===== config.mk =====
export PLATFORM = sky130hd
export DESIGN_NAME = program_loader
export DESIGN_NICKNAME = d
export VERILOG_FILES = /design/src/rtl/program_loader.sv
export SDC_FILE = /design/constraint.sdc
export NUM_CORES = 1
export LEC_CHECK = 0
export CORE_ASPECT_RATIO = 1.1
export CORE_MARGIN = 10
export CORE_UTILIZATION = 59
export DETAILED_ROUTE_END_ITERATION = 8
export PLACE_DENSITY = 0.87
export SETUP_SLACK_MARGIN = 0.05
export SLEW_MARGIN = 10
export SYNTH_ARGS = -nofsm -noshare
export SYNTH_HDL_FRONTEND = slang
export SYNTH_SLANG_ARGS = --single-unit

===== constraint.sdc =====
create_clock -name clk -period 4.2 [get_ports clk]
set_input_delay 0.63 -clock clk [delete_from_list [all_inputs] [get_ports clk]]
set_output_delay 0.63 -clock clk [all_outputs]
set_load 0.01 [all_outputs]

===== src/rtl/program_loader.sv =====
// Boot-time program loader: parses a length-prefixed, checksummed byte stream,
// writes little-endian 32-bit words to program memory and releases the core on success.
module program_loader #(
    parameter int unsigned PROGRAM_MEMORY_DEPTH = 64,
    parameter logic [31:0] BASE_ADDRESS         = 32'h0000_0000
) (
    input  logic        clk,
    input  logic        reset,
    input  logic        Start_i,
    input  logic        Byte_Valid_i,
    input  logic [7:0]  Byte_Data_i,
    output logic        Byte_Ready_o,
    output logic        Mem_Write_o,
    output logic [31:0] Mem_Address_o,
    output logic [31:0] Mem_Write_Data_o,
    output logic        Core_Reset_n_o,
    output logic        Done_o,
    output logic        Error_o
);

    localparam int unsigned LEN_W  = 16;
    localparam int unsigned LANE_W = 2;
    localparam int unsigned BYTE_W = 8;
    localparam int unsigned WORD_W = 32;

    typedef enum logic [2:0] {
        IDLE,
        LEN_LO,
        LEN_HI,
        DATA,
        CHECK,
        DONE,
        ERROR
    } state_t;

    state_t              state_q, state_d;
    logic [LEN_W-1:0]    len_q, len_d;
    logic [LEN_W-1:0]    idx_q, idx_d;
    logic [LANE_W-1:0]   lane_q, lane_d;
    logic [BYTE_W-1:0]   csum_q, csum_d;
    logic [23:0]         lanes_q, lanes_d;
    logic                wr_d;
    logic [WORD_W-1:0]   addr_d, wdata_d;
    logic                ready_d, done_d, err_d;
    logic                xfer;
    logic [LEN_W-1:0]    len_full;

    assign xfer     = Byte_Valid_i && Byte_Ready_o;
    assign len_full = {Byte_Data_i, len_q[7:0]};

    // Next-state, datapath and registered-output decode
    always_comb begin
        state_d = state_q;
        len_d   = len_q;
        idx_d   = idx_q;
        lane_d  = lane_q;
        csum_d  = csum_q;
        lanes_d = lanes_q;
        wr_d    = 1'b0;
        addr_d  = Mem_Address_o;
        wdata_d = Mem_Write_Data_o;

        case (state_q)
            IDLE, DONE, ERROR: begin
                if (Start_i) begin
                    state_d = LEN_LO;
                    idx_d   = '0;
                    lane_d  = '0;
                    csum_d  = '0;
                end
            end
            LEN_LO: begin
                if (xfer) begin
                    len_d   = {8'h00, Byte_Data_i};
                    state_d = LEN_HI;
                end
            end
            LEN_HI: begin
                if (xfer) begin
                    len_d = len_full;
                    if (32'(len_full) > PROGRAM_MEMORY_DEPTH) begin
                        state_d = ERROR;
                    end else if (len_full == '0) begin
                        state_d = CHECK;
                    end else begin
                        state_d = DATA;
                    end
                end
            end
            DATA: begin
                if (xfer) begin
                    csum_d = csum_q + Byte_Data_i;
                    lane_d = lane_q + 2'd1;
                    case (lane_q)
                        2'd0: lanes_d[7:0]   = Byte_Data_i;
                        2'd1: lanes_d[15:8]  = Byte_Data_i;
                        2'd2: lanes_d[23:16] = Byte_Data_i;
                        default: begin
                            // Lane 3 completes the word; write it out next cycle
                            wr_d    = 1'b1;
                            addr_d  = BASE_ADDRESS + {14'd0, idx_q, 2'b00};
                            wdata_d = {Byte_Data_i, lanes_q};
                            idx_d   = idx_q + 16'd1;
                            if ((idx_q + 16'd1) == len_q) begin
                                state_d = CHECK;
                            end
                        end
                    endcase
                end
            end
            CHECK: begin
                if (xfer) begin
                    state_d = (Byte_Data_i == csum_q) ? DONE : ERROR;
                end
            end
            default: state_d = IDLE;
        endcase

        ready_d = (state_d == LEN_LO) || (state_d == LEN_HI) ||
                  (state_d == DATA)   || (state_d == CHECK);
        done_d  = (state_d == DONE);
        err_d   = (state_d == ERROR);
    end

    // State, datapath and output registers
    always_ff @(posedge clk or negedge reset) begin
        if (!reset) begin
            state_q          <= IDLE;
            len_q            <= '0;
            idx_q            <= '0;
            lane_q           <= '0;
            csum_q           <= '0;
            lanes_q          <= '0;
            Byte_Ready_o     <= 1'b0;
            Mem_Write_o      <= 1'b0;
            Mem_Address_o    <= BASE_ADDRESS;
            Mem_Write_Data_o <= '0;
            Core_Reset_n_o   <= 1'b0;
            Done_o           <= 1'b0;
            Error_o          <= 1'b0;
        end else begin
            state_q          <= state_d;
            len_q            <= len_d;
            idx_q            <= idx_d;
            lane_q           <= lane_d;
            csum_q           <= csum_d;
            lanes_q          <= lanes_d;
            Byte_Ready_o     <= ready_d;
            Mem_Write_o      <= wr_d;
            Mem_Address_o    <= addr_d;
            Mem_Write_Data_o <= wdata_d;
            Core_Reset_n_o   <= done_d;
            Done_o           <= done_d;
            Error_o          <= err_d;
        end
    end

endmodule

==> metrics list, run 1 <==
- TritonCTS built the clock tree.
* Status: complete, no violations
- Pre-CTS WS: around 0.98 ns
- Across all setup checks in the final design, the least slack found is 1.412 ns.
- Cell Area, Synth: a little under 0.006 mm^2
- Final Instance Count excl. Fillers: between 700 and 800
- CTS Buffer Depth: 2
* Max incr delay on CP: 0.79 ns
- Gates resized during post-CTS repair numbered 0.
* Port Buffers: 64
- A synthesized cell averages 11.17 um^2.
* Proportion of synthesized flip-flops having asynchronous set or reset: 100.0%
- Worst-path cell with the longest stage delay: sky130_fd_sc_hd__clkdlybuf4s50_1
- Data arrival time at the worst-slack endpoint: between 3 and 4 ns
- Number of buffers added to fix hold violations after cts: 0
- Flops & latches, synth: 121
* Top_reg_cell synth: sky130_fd_sc_hd__dfrtp_1
- Transition time of the tightest slew-check pin: 1.070 ns
* Max Fclk: 0.3586 GHz
* First-pass iteration count of the detailed router: 5
- Sw power: 1645 uW
- For this design the static power due to leakage is approximately 0.0032 uW.
- Overall die width: ~120 um
* Tot Pwr: ~5000 uW
- Largest fanout of any net on the critical path: 9
- The number of antenna violations at the first check in global routing is 0.
- At the worst endpoint, the required time is 4.65 ns.
- In the final routed layout, each cell accounts on average for 19.96 um.
- Worst-skew pair later-pin latency: roughly 0.52 ns
* Per-cell via count in the routed design: around 6
- Final Hold Violating Endpoints: 0
- In the global route stage, overall resource usage came out at between 20% and 30%.
- Of the total power, the clock network draws 29.3%.
- Detailed placement ended at an HPWL of just over 9000 um.
- The first global-routing pass estimated 23,550 um of wire.
- Counting the buffers created by CTS gives 17.
* Tcrit/Tclk final: 66.39%
* Category of the worst setup path launch point: primary input
- Cell types with the largest area share after synthesis: sky130_fd_sc_hd__dfrtp_1, sky130_fd_sc_hd__mux2_2, sky130_fd_sc_hd__nand2_1
* Nets@finish: 612
* Floorplan Core Area: 0.009842 mm^2
- Tightest slew margin relative to the limit: between 20% and 30%
- Number of core rows: 38
- Final routed DRC violation total: 0
* Area grow syn2layout: 20.21%
* Number of warning messages in the yosys log: 0
- Ratio of cells with drive above 1 in the final layout: 21.00%
- Vias in the first global route: 4,477
- Synthesis handed over a netlist of 529 instances.
- Maximum level of the CTS H-tree: 4
- The worst setup path is captured at a flip-flop.
* Weighted congestion reported at the end of routability-driven placement: 0.8546
* # setup viols final: 0
* Unrepaired setup endpoints after global routing: false
- Pin count of the biggest net entering global routing: 67
- In this run, the number of DRC markers left after iteration 0 of detailed routing was between 300 and 400.
- Routed Wire Length: between 10,000 and 15,000 um
* Max rail drop VDD: 0.4764 mV
- The root buffer cell chosen for the clock tree is sky130_fd_sc_hd__clkbuf_8.
- Type of the setup path with the least slack: in -> reg
- Switching Fraction: 33.84%
* Worst path most repeated cell: sky130_fd_sc_hd__a21oi_1
* Number of pins exceeding their max-slew limit in the final report: 0
- The final route contains 4,339 vias.
* Die area: around 0.014 mm^2
- The min-delay analysis places its worst path in the category in -> async.
* Pwr Density: 684.5 mW/mm^2
- The total overflow left after global routing is 0.
- The clock drives 121 sinks.
- Ports placed on the boundary: 81
- Post-CTS Setup Repair Bufs: 0
- Measured along the y axis, the die boundary spans 124.9 um.
* Sum Neg Setup Slack: 0 ns
- Total instance count after detailed placement: 688
- Series of cell instances along the critical path: clkdlybuf4s50_1 -> ha_1 -> a21o_1 -> a21oi_1 -> o21ai_0 -> o41ai_1 -> xor2_1 -> a21oi_1 -> o22ai_1
- Sequential cells burn roughly two fifths of the power.
- Clock-pin slew was measured on the worst setup and hold paths at 0.07 ns.
* Combinational fraction of design power: 31.7%
* Maximum Capacitance Violations: 0
- Post-route minimum period: 2.788 ns
- Starting density of the core: 60.02%
- Together, buffers and inverters on the worst path number 1.
* Clock skew after layout: about 0.011 ns
- Fraction of the core area covered by cells at the end of the flow: 72.15%
- Most frequent cell after synthesis: sky130_fd_sc_hd__dfrtp_1
* Delay-heaviest family, CP: compound AO/OA/AOI/OAI gates
- Dominant cell type by area after synthesis: sky130_fd_sc_hd__dfrtp_1
* Top post-synthesis cells by count: sky130_fd_sc_hd__dfrtp_1, sky130_fd_sc_hd__mux2_2, sky130_fd_sc_hd__nand2_1, sky130_fd_sc_hd__o21ai_0, sky130_fd_sc_hd__buf_4
- The layout has roughly 650 filler cells.
- For this run, the register share of the synthesized area comes to 51.26%.
* Antenna diode instance count: 0
- Cell internal power dissipation: about 3200 uW
- Cell variety after synth: 59
- Post-synth EDFFs: 0
* DRT antenna net count: 0
- The top cell type by area accounts for 51.26% of the synthesized area.
[per-stage QoR]
step / hold slack, ns / instance area [um^2]
after floorplan: 0.3344 / 5963
after global placement: 0.4590 / 6521
after detailed placement: 0.4699 / 6521
after CTS: 0.2346 / 7101
after global routing: 0.2516 / 7101
final: 0.2065 / 7101
[cell type report]
cell class                      count  area, um^2  area share, %
Tap cell                          120       150.1          2.115
Sequential cell                   121        3028          42.64
Timing Repair Buffer               70       683.2          9.621
Clock inverter                     14       151.4          2.132
Inverter                            6       22.52         0.3172
Clock buffer                       18       427.9          6.026
Multi-Input combinational cell    371        2638          37.15
[cell usage in the layout (no fill, tap or decap), drive strengths merged, types with 3 or more instances in the layout]
master           n
nand2           64
a21o             4
clkinv           5
conb            16
xor2            12
a22o             8
nor4             5
clkbuf          18
clkdlybuf4s50   63
a21oi           12
nand3           17
and4             4
nand2b           4
nand4            7
and3             6
ha              12
nor2            22
xnor2           20
nor3             5
dfrtp          121
o21ai           44
inv             14
buf              7
mux2            72
or3              4
nor2b            3
a31oi            4
[path summary, 6_finish.rpt]
check	startpoint	to	slack, ns	cells past startpoint
max	Byte_Data_i[1]	csum_q[7]	1.41	9
min	reset	lanes_q[11]	0.21	1
max reg2reg	state_q[2]	idx_q[12]	1.60	6
min reg2reg	Mem_Address_o[6]	Mem_Address_o[6]	0.48	2
max in group asynchronous	reset	len_q[10]	3.10	2
min in group clk	Mem_Address_o[6]	Mem_Address_o[6]	0.48	2
[metal layers]
layer / track usage, % / routed length (um) / vias to the layer above
met3: 6.265 / 904 / 34
li1: - / - / 1945
met2: 34.74 / 7547 / 177
met1: 23.94 / 5610 / 2183
met4: 7.313 / 312 / 0
met5: 0 / 0 / -
[worst register-to-register path: cells and delay by family, from the launching register on]
kind | cells | cell delay [ns]
DFF | 1 | 0.47
buffers and inverters | 1 | 0.48
AOI/OAI and AO/OA | 1 | 0.27
and+or+nand+nor | 4 | 1.27
[sequential cells by signal (all words and copies together) (netlist names)]
register	flops
Mem_Write_Data_o	32
lanes_q	24
Mem_Address_o	16
idx_q	16
len_q	16
csum_q	8
state_q	3
lane_q	2
Byte_Ready_o	1
Done_o	1
Error_o	1
Mem_Write_o	1
[power groups by stage]
stage	registers [uW]	clock network, uW	logic (uW)
global route	1940	1500	1680
CTS	1890	1430	1550
finish	1890	1420	1540
floorplan	1870	0	854
detailed placement	1890	0	1510
global placement	1860	0	1450
[logic make-up after synthesis]
kind of cell	synth area share, %
xor+xnor	4.872
flops	51.26
mux	14.06
fa+ha+maj	2.881
simple gates	12.43
other cells	0.06348
compound gates	9.341
buf+inv	5.084
Note: power is estimated with default switching activity, not from simulation.
==> inputs of run 2 (changes only) <==
Settings changed: CORE_UTILIZATION 59 to 50, PLACE_DENSITY 0.87 to 0.79.
Clock period 4.2 ns to 2.2 ns, I/O delays scaled along.
==> run 2 against run 1 <==
Compared with the run above: the run now ends with setup timing left; sequential share of layout area shrank 4.0 points; die area rose by 15%; register-to-register slack worse by 1.6 ns; global-route usage fell by 1.9 points; flip-flop and latch count unchanged; core utilization fell by 4.3 points; largest cell class unchanged.
==> metrics list, run 2 (synthesis results as in run 1) <==
- Sum Neg Setup Slack: -0.01969 ns
- Maximum level of the CTS H-tree: 4
- The clock net in this run drives a total of 121 sinks.
- In this run the worst hold path is classified as in -> reg.
- Number of pins exceeding their max-slew limit in the final report: 0
- DR WL/cell: 18.81 um
- Type of the setup path with the least slack: reg -> reg
- 0 antenna diodes ended up in the layout.
- After detailed routing, the number of remaining DRC violations is 0.
- Largest register FFs: 32
* Unrepaired setup endpoints after global routing: true
- The floorplan has 41 rows.
- At the worst endpoint, the arrival time is between 2 and 3 ns.
- Worst-skew pair later-pin latency: 0.43 ns
* Fraction of the core area covered by cells at the end of the flow: 67.84%
* First-pass iteration count of the detailed router: 5
- Timing would allow up to between 0.4 and 0.5 GHz.
* Per-cell via count in the routed design: 5.593
- Transition time of the tightest slew-check pin: around 0.8 ns
- Clock-pin slew on the worst setup and hold paths: roughly 0.06 ns
- The count of endpoints failing hold in the final timing report came to 0.
- Setup violations remaining at the end of the flow were counted as 1.
* Nets@finish: approximately 680
- In this run the worst path has a maximum fanout of 6.
- The clock arrives with 0.02442 ns of skew.
- Relative to the synthesized area, the layout overhead comes to 32.56%.
- The clock passes through at most 2 buffers.
- STA puts the critical path data required time at 2.54 ns.
- Across the run, the number of max-cap violations was 0.
* Port Buffers: 64
- Measured against its own limit, the worst slew margin works out to 45.29%.
- The number of global-route vias before repair was 4,718.
* CTS tree: yes
- Post-route minimum period: 2.220 ns
* Global router's overall resource usage: a little under a fifth
- Once the floorplan was initialized, standard cells occupied 51.18% of the core.
- For this run the aggregate overflow at the end of global routing stands at 0.
* # fillers: 832
* Largest Register: Mem_Write_Data_o
- The top cell types in the final layout, fill and taps aside, are sky130_fd_sc_hd__dfrtp_1, sky130_fd_sc_hd__mux2_2, sky130_fd_sc_hd__nand2_1.
- Status: finished, violations left
- Counting the buffers created by CTS gives 17.
* Pin count of the biggest net entering global routing: 51
- Detailed Place HPWL: 10,610 um
* Floorplan Core Area: 0.01154 mm^2
- Nature of the critical path endpoint: flip-flop
- The worst-case IR drop observed on VDD is 0.8264 mV.
- Height of the die: 134.0 um
* Total instance count after detailed placement: 770
- Iteration-0 DRC count of the detailed router: 430
- Category of the worst setup path launch point: flip-flop
- The count of nets left with antenna violations once routing finished came out at 0.
* Most common library cell in the layout ignoring fill and taps: sky130_fd_sc_hd__dfrtp_1
* Slack of the critical path: -0.01969 ns
* Ratio of cells with drive above 1 in the final layout: 30.47%
- Routed Wire Length: 15,300 um
- The tree is rooted in a sky130_fd_sc_hd__clkbuf_16.
- Tot Pwr: around 9500 uW
- The number of antenna violations at the first check in global routing was 0.
- Of the available clock period, the critical path in the final layout requires 100.9%.
- Leakage power figure: roughly 0.0036 uW
- Overall die width: 123.6 um
- Global-route wire length before repair: 24,210 um
- Pwr Density: 1213 mW/mm^2
- Ports placed on the boundary: 81
- Weighted congestion reported at the end of routability-driven placement: 0.8811
- Largest registers ranked by flip-flop count: Mem_Write_Data_o: 32 flops, lanes_q: 24 flops
- Final Instance Count excl. Fillers: 813
* Total number of vias: 4,547
* Violated checks: setup timing
* Die area: between 0.015 and 0.02 mm^2
-- run 2: changes by cell type in the layout (fill, tap and decap cells not counted), sizes merged --
cell and delta:
clkinv +1, clkdlybuf4s50 -4, clkbuf +2, bufinv -1
dlygate4sd3 +1, inv -4, dlymetal6s2s +4, clkinvlp +2
buf +62
-- run 2: worst paths after layout --
kind | from | endpoint | slack, ns | cells after the start
setup / recovery | idx_q[0] | state_q[2] | -0.02 | 9
hold / removal | Byte_Data_i[3] | len_q[11] | 0.42 | 4
setup reg to reg | idx_q[0] | state_q[2] | -0.02 | 9
hold reg to reg | Mem_Address_o[6] | Mem_Address_o[6] | 0.49 | 2
max in group asynchronous | reset | state_q[2] | 1.07 | 3
min in group asynchronous | reset | Mem_Address_o[4] | 0.49 | 2
-- run 2: layout make-up --
| cell class | instances | area, um^2 | area share [%] |
|---|---|---|---|
| multi-input cells | 371 | 2784 | 35.55 |
| clock buffers | 20 | 456.7 | 5.833 |
| inverters | 6 | 22.52 | 0.2876 |
| clock inverters | 12 | 91.34 | 1.167 |
| flip-flops and latches | 121 | 3029 | 38.69 |
| well taps | 150 | 187.7 | 2.397 |
| repair buffers | 133 | 1259 | 16.08 |
-- run 2: power by group --
group          total [uW]  internal [uW]  switching [uW]
Sequential           3610           3010             595
Combinational        3340           1840            1500
Clock                2550           1510            1050
Total                9500           6360            3140
-- run 2: metal layers --
metal	share of wire [%]	global-route usage [%]
met1	39	20.62
met2	52	32.44
met3	5.6	5.751
met4	2.5	7.060
met5	0	0
-- run 2: stage by stage --
| stage | hold WS [ns] | setup WS, ns | cell area, um^2 |
|---|---|---|---|
| final | 0.4168 | -0.01969 | 7830 |
| after global routing | 0.4183 | -0.1238 | 7830 |
| after CTS | 0.5037 | 0.01557 | 7614 |
| after detailed placement | 0.4101 | -0.3506 | 7012 |
| after global placement | 0.4008 | -0.2815 | 7012 |
| after floorplan | 0.03441 | 0.08021 | 5963 |
-- run 2: critical path, stage by stage (launching register included) --
cell	delay, ns
sky130_fd_sc_hd__dfrtp_1	0.42
sky130_fd_sc_hd__buf_6	0.14
sky130_fd_sc_hd__and4_4	0.21
sky130_fd_sc_hd__buf_4	0.14
sky130_fd_sc_hd__nand2_1	0.05
sky130_fd_sc_hd__o211ai_1	0.13
sky130_fd_sc_hd__a2111oi_4	0.36
sky130_fd_sc_hd__nand4_1	0.18
sky130_fd_sc_hd__or3_1	0.36
sky130_fd_sc_hd__o21ai_1	0.14
-- run 2: what timing repair did --
action | in CTS | in global routing
hold buffers | 1 | 0
hold endpoints to repair | 48 | 0
gates cloned | 0 | 0
endpoints found under the setup margin | 3 | 7
gates resized for setup | 1 | 27
pin swaps | 3 | 8
setup buffers | 5 | 5
